==> src/rtl/puf_calib_ctrl.sv <==
// rtl/puf_calib_ctrl.sv - per-channel delay-PUF tune-level calibration controller
// Sweeps or binary-searches each channel's level for a ones-count nearest window/2, then holds it.
module puf_calib_ctrl #(
  parameter int N_PUF  = 16,
  parameter int K      = 5,
  parameter int LOG_CI = 16,
  parameter int SETTLE = 4,
  parameter int TOL    = 320
) (
  input  logic                    clk,
  input  logic                    rst,
  input  logic                    calib_start,
  input  logic [LOG_CI-1:0]       iter_cfg,
  input  logic                    mode,
  input  logic [N_PUF-1:0]        resp_i,
  output logic [N_PUF*K-1:0]      tune_level_o,
  output logic [N_PUF*LOG_CI-1:0] best_bias_o,
  output logic                    calib_busy,
  output logic                    calib_done,
  output logic [N_PUF-1:0]        calib_fail
);
  localparam logic [K-1:0]      LVL_MID     = K'(1 << (K - 1));
  localparam logic [K-1:0]      LVL_MAX     = K'((1 << K) - 1);
  localparam logic [K:0]        LAST_SWEEP  = (K+1)'((1 << K) - 1);
  localparam logic [K:0]        LAST_BIN    = (K+1)'(K - 1);
  localparam logic [LOG_CI-1:0] SETTLE_LAST = LOG_CI'(SETTLE - 1);
  localparam logic [LOG_CI-1:0] TOL_V       = LOG_CI'(TOL);

  // Search bounds need a sign bit and one headroom bit: hi may reach -1, lo may reach 2^K.
  typedef logic signed [K+1:0] bnd_t;

  typedef enum logic [2:0] {
    S_IDLE, S_INIT, S_SETTLE, S_COUNT, S_EVAL, S_APPLY, S_DONE
  } state_t;

  state_t            state, state_nx;
  logic [LOG_CI-1:0] win, half, cnt;
  logic              mode_q;
  logic [K:0]        rnd, last_rnd;
  logic [N_PUF-1:0]  fail;

  logic [K-1:0]      level     [N_PUF];
  logic [K-1:0]      best_lvl  [N_PUF];
  logic [K-1:0]      lvl_nx    [N_PUF];
  bnd_t              lo        [N_PUF];
  bnd_t              hi        [N_PUF];
  bnd_t              lo_nx     [N_PUF];
  bnd_t              hi_nx     [N_PUF];
  bnd_t              mid       [N_PUF];
  logic [LOG_CI-1:0] ones      [N_PUF];
  logic [LOG_CI-1:0] best_bias [N_PUF];
  logic [LOG_CI-1:0] bias      [N_PUF];

  assign half       = win >> 1;
  assign last_rnd   = mode_q ? LAST_BIN : LAST_SWEEP;
  assign calib_busy = state inside {S_INIT, S_SETTLE, S_COUNT, S_EVAL, S_APPLY};
  assign calib_done = (state == S_DONE);
  assign calib_fail = fail;

  always_ff @(negedge clk) begin
    if (rst) state <= S_IDLE;
    else     state <= state_nx;
  end

  always_comb begin
    state_nx = state;
    case (state)
      S_IDLE, S_DONE: if (calib_start) state_nx = S_INIT;
      S_INIT:         state_nx = S_SETTLE;
      S_SETTLE:       if (cnt == SETTLE_LAST) state_nx = S_COUNT;
      S_COUNT:        if (cnt == win - 1'b1) state_nx = S_EVAL;
      S_EVAL:         state_nx = (rnd == last_rnd) ? S_APPLY : S_SETTLE;
      S_APPLY:        state_nx = S_DONE;
      default:        state_nx = S_IDLE;
    endcase
  end

  // An exact hit moves both bounds past the level, so that channel holds from then on.
  always_comb begin
    for (int i = 0; i < N_PUF; i++) begin
      bias[i]   = (ones[i] >= half) ? (ones[i] - half) : (half - ones[i]);
      lo_nx[i]  = lo[i];
      hi_nx[i]  = hi[i];
      lvl_nx[i] = level[i];
      mid[i]    = bnd_t'(0);
      if (!mode_q) begin
        lvl_nx[i] = level[i] + 1'b1;
      end else if (lo[i] <= hi[i]) begin
        if (ones[i] >= half) hi_nx[i] = bnd_t'(level[i]) - bnd_t'(1);
        if (ones[i] <= half) lo_nx[i] = bnd_t'(level[i]) + bnd_t'(1);
        if (lo_nx[i] <= hi_nx[i]) begin
          mid[i] = (lo_nx[i] + hi_nx[i]) >>> 1;
          if (mid[i] < bnd_t'(0))               lvl_nx[i] = '0;
          else if (mid[i] > bnd_t'(LVL_MAX))    lvl_nx[i] = LVL_MAX;
          else                                  lvl_nx[i] = mid[i][K-1:0];
        end
      end
    end
  end

  always_ff @(negedge clk) begin
    if (rst) begin
      win    <= LOG_CI'(2);
      mode_q <= 1'b0;
      cnt    <= '0;
      rnd    <= '0;
      fail   <= '0;
      for (int i = 0; i < N_PUF; i++) begin
        level[i]     <= LVL_MID;
        best_lvl[i]  <= '0;
        lo[i]        <= bnd_t'(0);
        hi[i]        <= bnd_t'(LVL_MAX);
        ones[i]      <= '0;
        best_bias[i] <= '1;
      end
    end else begin
      case (state)
        S_INIT: begin
          win    <= (iter_cfg < LOG_CI'(2)) ? LOG_CI'(2) : iter_cfg;
          mode_q <= mode;
          cnt    <= '0;
          rnd    <= '0;
          fail   <= '0;
          for (int i = 0; i < N_PUF; i++) begin
            level[i]     <= mode ? LVL_MID : '0;
            best_lvl[i]  <= '0;
            lo[i]        <= bnd_t'(0);
            hi[i]        <= bnd_t'(LVL_MAX);
            ones[i]      <= '0;
            best_bias[i] <= '1;
          end
        end
        S_SETTLE: cnt <= (state_nx == S_COUNT) ? '0 : cnt + 1'b1;
        S_COUNT: begin
          cnt <= (state_nx == S_EVAL) ? '0 : cnt + 1'b1;
          for (int i = 0; i < N_PUF; i++)
            ones[i] <= ones[i] + LOG_CI'(resp_i[i]);
        end
        S_EVAL: begin
          rnd <= rnd + 1'b1;
          for (int i = 0; i < N_PUF; i++) begin
            ones[i] <= '0;
            lo[i]   <= lo_nx[i];
            hi[i]   <= hi_nx[i];
            if (bias[i] < best_bias[i]) begin
              best_bias[i] <= bias[i];
              best_lvl[i]  <= level[i];
            end
            if (state_nx == S_SETTLE) level[i] <= lvl_nx[i];
          end
        end
        S_APPLY: begin
          for (int i = 0; i < N_PUF; i++) begin
            level[i] <= best_lvl[i];
            fail[i]  <= (best_bias[i] > TOL_V);
          end
        end
        default: ;
      endcase
    end
  end

  always_comb begin
    tune_level_o = '0;
    best_bias_o  = '0;
    for (int i = 0; i < N_PUF; i++) begin
      tune_level_o[i*K +: K]           = level[i];
      best_bias_o[i*LOG_CI +: LOG_CI]  = best_bias[i];
    end
  end

endmodule

==> config.mk <==
export PLATFORM = sky130hd
export DESIGN_NAME = puf_calib_ctrl
export DESIGN_NICKNAME = d
export VERILOG_FILES = /design/src/rtl/puf_calib_ctrl.sv
export SDC_FILE = /design/constraint.sdc
export NUM_CORES = 2
export LEC_CHECK = 0
export BUFFER_PORTS_ARGS = -buffer_cell sky130_fd_sc_hd__buf_2
export CAP_MARGIN = 20
export CORE_MARGIN = 8
export CORE_UTILIZATION = 40
export CTS_CLUSTER_SIZE = 14
export DETAILED_ROUTE_END_ITERATION = 10
export SYNTH_ARGS = -nofsm -noshare
export SYNTH_HDL_FRONTEND = slang
export SYNTH_SLANG_ARGS = --single-unit
==> constraint.sdc <==
create_clock -name clk -period 16.2 [get_ports clk]
set_clock_uncertainty 0.1 [all_clocks]
set_input_delay 2.43 -clock clk [delete_from_list [all_inputs] [get_ports clk]]
set_output_delay 2.43 -clock clk [all_outputs]
set_load 0.01 [all_outputs]
# Word-level counts from Yosys, hierarchy flattened
# Memory sizes are Yosys's and may differ from the RTL's.
# Cells that the tools add are included.
totals:
  mem_count: 6
  in_bits: 36
  ram_bits: 896
  regBits: 58
mem_list:
  columns: ["name", "depth", "width", "read_ports", "rd_clocked_by_memory_dff", "write_ports", "line_no", "rtl"]
  rows:
  - ["best_bias", 16, 16, 16, 0, 16, "51", "logic [LOG_CI-1:0] best_bias [N_PUF];"]
  - ["ones", 16, 16, 16, 0, 16, "50", "logic [LOG_CI-1:0] ones [N_PUF];"]
  - ["hi", 16, 7, 16, 0, 16, "46", "bnd_t hi [N_PUF];"]
  - ["lo", 16, 7, 16, 0, 16, "45", "bnd_t lo [N_PUF];"]
  - ["best_lvl", 16, 5, 16, 0, 16, "43", "logic [K-1:0] best_lvl [N_PUF];"]
  - ["level", 16, 5, 16, 0, 16, "42", "logic [K-1:0] level [N_PUF];"]
op_classes:
  order_cmp: 129
  addsub: 115
  reduce_logical: 6
  bitwise: 224
  n_eq_ne: 12
  mux: 575
ops:
  columns: ["cell", "count"]
  rows:
  - ["two-way mux 16 bit", 99]
  - ["two-way mux 7 bit", 224]
  - ["two-way mux 5 bit", 162]
  - ["adder 16 x 1 -> 16 bit", 16]
  - [">= comparator 16 x 15 -> 1 bit", 16]
  - ["> comparator 16 x 9 -> 1 bit (second input constant)", 16]
  - ["less-or-equal comparator 16 x 15 -> 1 bit", 16]
  - ["< comparator 16 bit", 16]
  - ["subtractor 15 x 16 -> 16 bit", 16]
  - ["subtractor 16 x 15 -> 16 bit", 16]
  - ["less-or-equal comparator 7 bit", 32]
  - ["OR 1 bit", 224]
  - ["adder 7 bit", 16]
  - ["adder 5 x 1 -> 6 bit (second input constant)", 16]
  - ["> comparator 6 bit (second input constant)", 16]
  - ["< comparator 6 x 1 -> 1 bit (second input constant)", 16]
  - ["subtractor 5 x 1 -> 6 bit (second input constant)", 16]
  - ["two-way mux 1 bit", 82]
  - ["adder 5 x 1 -> 5 bit (second input constant)", 16]
  - ["case mux 16 bit (3 select lines)", 1]
  - ["case mux 16 bit (2 select lines)", 1]
  - ["case mux 3 bit (6 select lines)", 1]
  - ["adder 16 x 1 -> 16 bit (second input constant)", 1]
  - ["equality test 16 bit", 1]
  - ["other kinds (15)", 25]

# Logic depth before layout (Yosys ltp)
# An unclocked memory read counts as a cell.
logic_depth:
  word_depth: 14
  depth_mapped: 25
  depth_no_buf: 24

==> impl_metrics.json <==
{
  "maxCapViolations": 0,
  "dpl_worst_slack_ns": 2.08,
  "ant_nets": 0,
  "synth_top_area_share_pct": 26.0,
  "dp.cells": 12228,
  "hp-class": "flip-flop to flip-flop",
  "synth_area_um2": 82500,
  "area_growth_pct": 15.4,
  "drcViolationCount": 0,
  "io_buffers": 389,
  "synth_seq_cells": 954,
  "place_congestion": 0.944,
  "status": "finished clean",
  "vdd_drop_max_uv": 92.8,
  "cp-start-kind": "flip-flop",
  "powerDensity_nw_per_um2": 104,
  "gr-total-overflow": 0,
  "clkSinkCount": 954,
  "reg2reg_slack_ns": 7.66,
  "tightestPinTransition_ns": 1.13,
  "crit_path_max_fanout": 20,
  "async_reset_ff_share_pct": 0,
  "worst_ep_required_time_ns": 13.67,
  "hold_violations": 0,
  "placementRows": 166,
  "start_util_pct": 40.3,
  "setup_viol": 0,
  "dieWidth_um": 470,
  "yosys.area.top_type": "edfxtp_1",
  "wire_per_inst_um": 22.0,
  "crit_type": "flip-flop to output pin",
  "final_common_cell": "inv_1",
  "clock_latency_ns": 0.77,
  "syn_inst": 9440,
  "ys.flop_type": "edfxtp_1",
  "grt_antenna_before_repair": 15,
  "p_leak_nw": 44.6,
  "dieArea_um2": 221000,
  "viasPerCell": 5.69,
  "setup_tns_ns": 0,
  "fin_cells": 13415,
  "synth_edf_count": 713,
  "drt_iter0_drc": 6728,
  "multiInputGateArea_um2": 51400,
  "slew_viol_final": 0,
  "syn_avg_cell_area_um2": 8.74,
  "cts_root_buf": "clkbuf_16",
  "grt_util_all_layers_pct": 25.3,
  "syn_nets": 10632,
  "cts_buffers": 117,
  "worst_ep_arrival_time_ns": 10.74,
  "post_cts_buffers": 0,
  "nFillCells": 19992,
  "h-tree-depth": 3,
  "rsz0062_at_grt": "no",
  "layout.nets": 11815,
  "setup_ws_ns": 2.93,
  "yosys_warnings": 0,
  "grt_max_degree": 138,
  "dp_hpwl_um": 216000,
  "cp-end-kind": "output pin",
  "synth.area.top_cells": "edfxtp_1, ha_1, dfxtp_1",
  "grt_pass1_wl_um": 444000,
  "first_pass_iters": 6,
  "final_area_um2": 95200,
  "seqCellArea_um2": 26300,
  "fp.dieH_um": 470,
  "max-slew-margin-rel_pct": 24.7,
  "holdBufCountCts": 0,
  "final_cell_mix": "inv_1, ha_1, a21oi_1",
  "drive_above_1_share_pct": 8.88,
  "core_area_um2": 205000,
  "vias": 76279,
  "cts_resized": 0,
  "cts_tree": "yes",
  "place_area_um2": 87400,
  "io_pins": 390,
  "yosysSeqAreaShare_pct": 31.8,
  "first_global_vias": 76146,
  "wl_um": 295000,
  "clockBufferDepth": 3,
  "path_clk_slew_ns": 0.04,
  "synth_cell_type_count": 88
}
## area by class of cell
cell class              instances  share of cell area, %
multi-input cells            7139                   54.0
flip-flops and latches        954                   27.6
clock inverters              1052                   4.87
inverters                     949                   3.74
well taps                    2688                   3.53
repair buffers                508                   3.15
clock buffers                 118                   3.10
diodes                          7                 0.0184
## logic make-up (layout without fill, tap and decap cells)
family                   count (synthesis)  count (layout)  share of synthesized area, %
AND/OR/NAND/NOR                       2716            2716                          16.2
AO/OA/AOI/OAI                         2505            2505                          19.3
other                                    0               7                             0
adder cells (fa/ha/maj)               1156            1156                          18.0
XOR/XNOR                               548             548                          5.82
flip-flops                             954             954                          31.8
buffers and inverters                 1347            2627                          6.16
multiplexers                           214             214                          2.76
## power breakdown
part           internal (mW)  switching, mW  total, mW
Combinational           1.25           2.00       3.25
Sequential              2.74          0.106       2.85
Clock                   1.93           1.83       3.76
## registers in the layout, summed over array words and instances (netlist names)
register and count:
mode_q 1, lo 112, best_bias 256, best_lvl 80, cnt 16, ones 256
calib_fail 16, state 3, win 16, rnd 6, level 80, hi 112
## critical path, stage by stage (launching register included)
cell and delay [ns]:
dfxtp_1 0.76, inv_1 0.42, a21boi_0 0.28, buf_2 0.27, buf_2 0.18
## synth_stat cells (all sizes together), types with 24 or more instances
library cell     n
xnor2          405
buf             41
mux2i          106
nor2b           84
o22ai           30
a211oi          89
xor2           143
or2             32
nand2b         211
ha            1108
edfxtp         713
clkbuf         356
a221o           28
a21boi          24
o21ai          573
nor4            87
a211o           34
and3            74
a21o           259
inv            949
o21a           109
nor3           148
nand2          660
o21bai         103
o211ai          59
nand3          208
nand4          127
a22o            42
a221oi          28
mux2           108
a311oi          42
or3             71
a31oi          114
nor2           711
and2           186
o31ai           47
fa              48
dfxtp          241
a21oi          729
a22oi           36
## final timing paths
check | depth (start not counted) | end | startpoint
max | 4 | calib_busy | state[2]
min | 2 | lo[0][0] | lo[0][0]
max reg2reg | 17 | best_bias[0][121] | win[11]
min reg2reg | 2 | lo[0][0] | lo[0][0]
## routing by layer
layer	part of all wire (%)	global-route usage, %
met4	5.5	14.7
met3	8.3	6.58
met5	0	0
met2	43	38.3
met1	43	32.5
## per-stage QoR
step | power (mW) | hold slack, ns | utilization (%)
finish | 9.86 | 0.363 | 46.5
global route | 10.6 | 0.376 | 46.5
CTS | 9.93 | 0.359 | 46.4
detailed placement | 6.40 | 0.355 | 42.7
global placement | 6.36 | 0.341 | 42.6
floorplan | 5.48 | 0.332 | -
(Power assumes the default switching activity.)
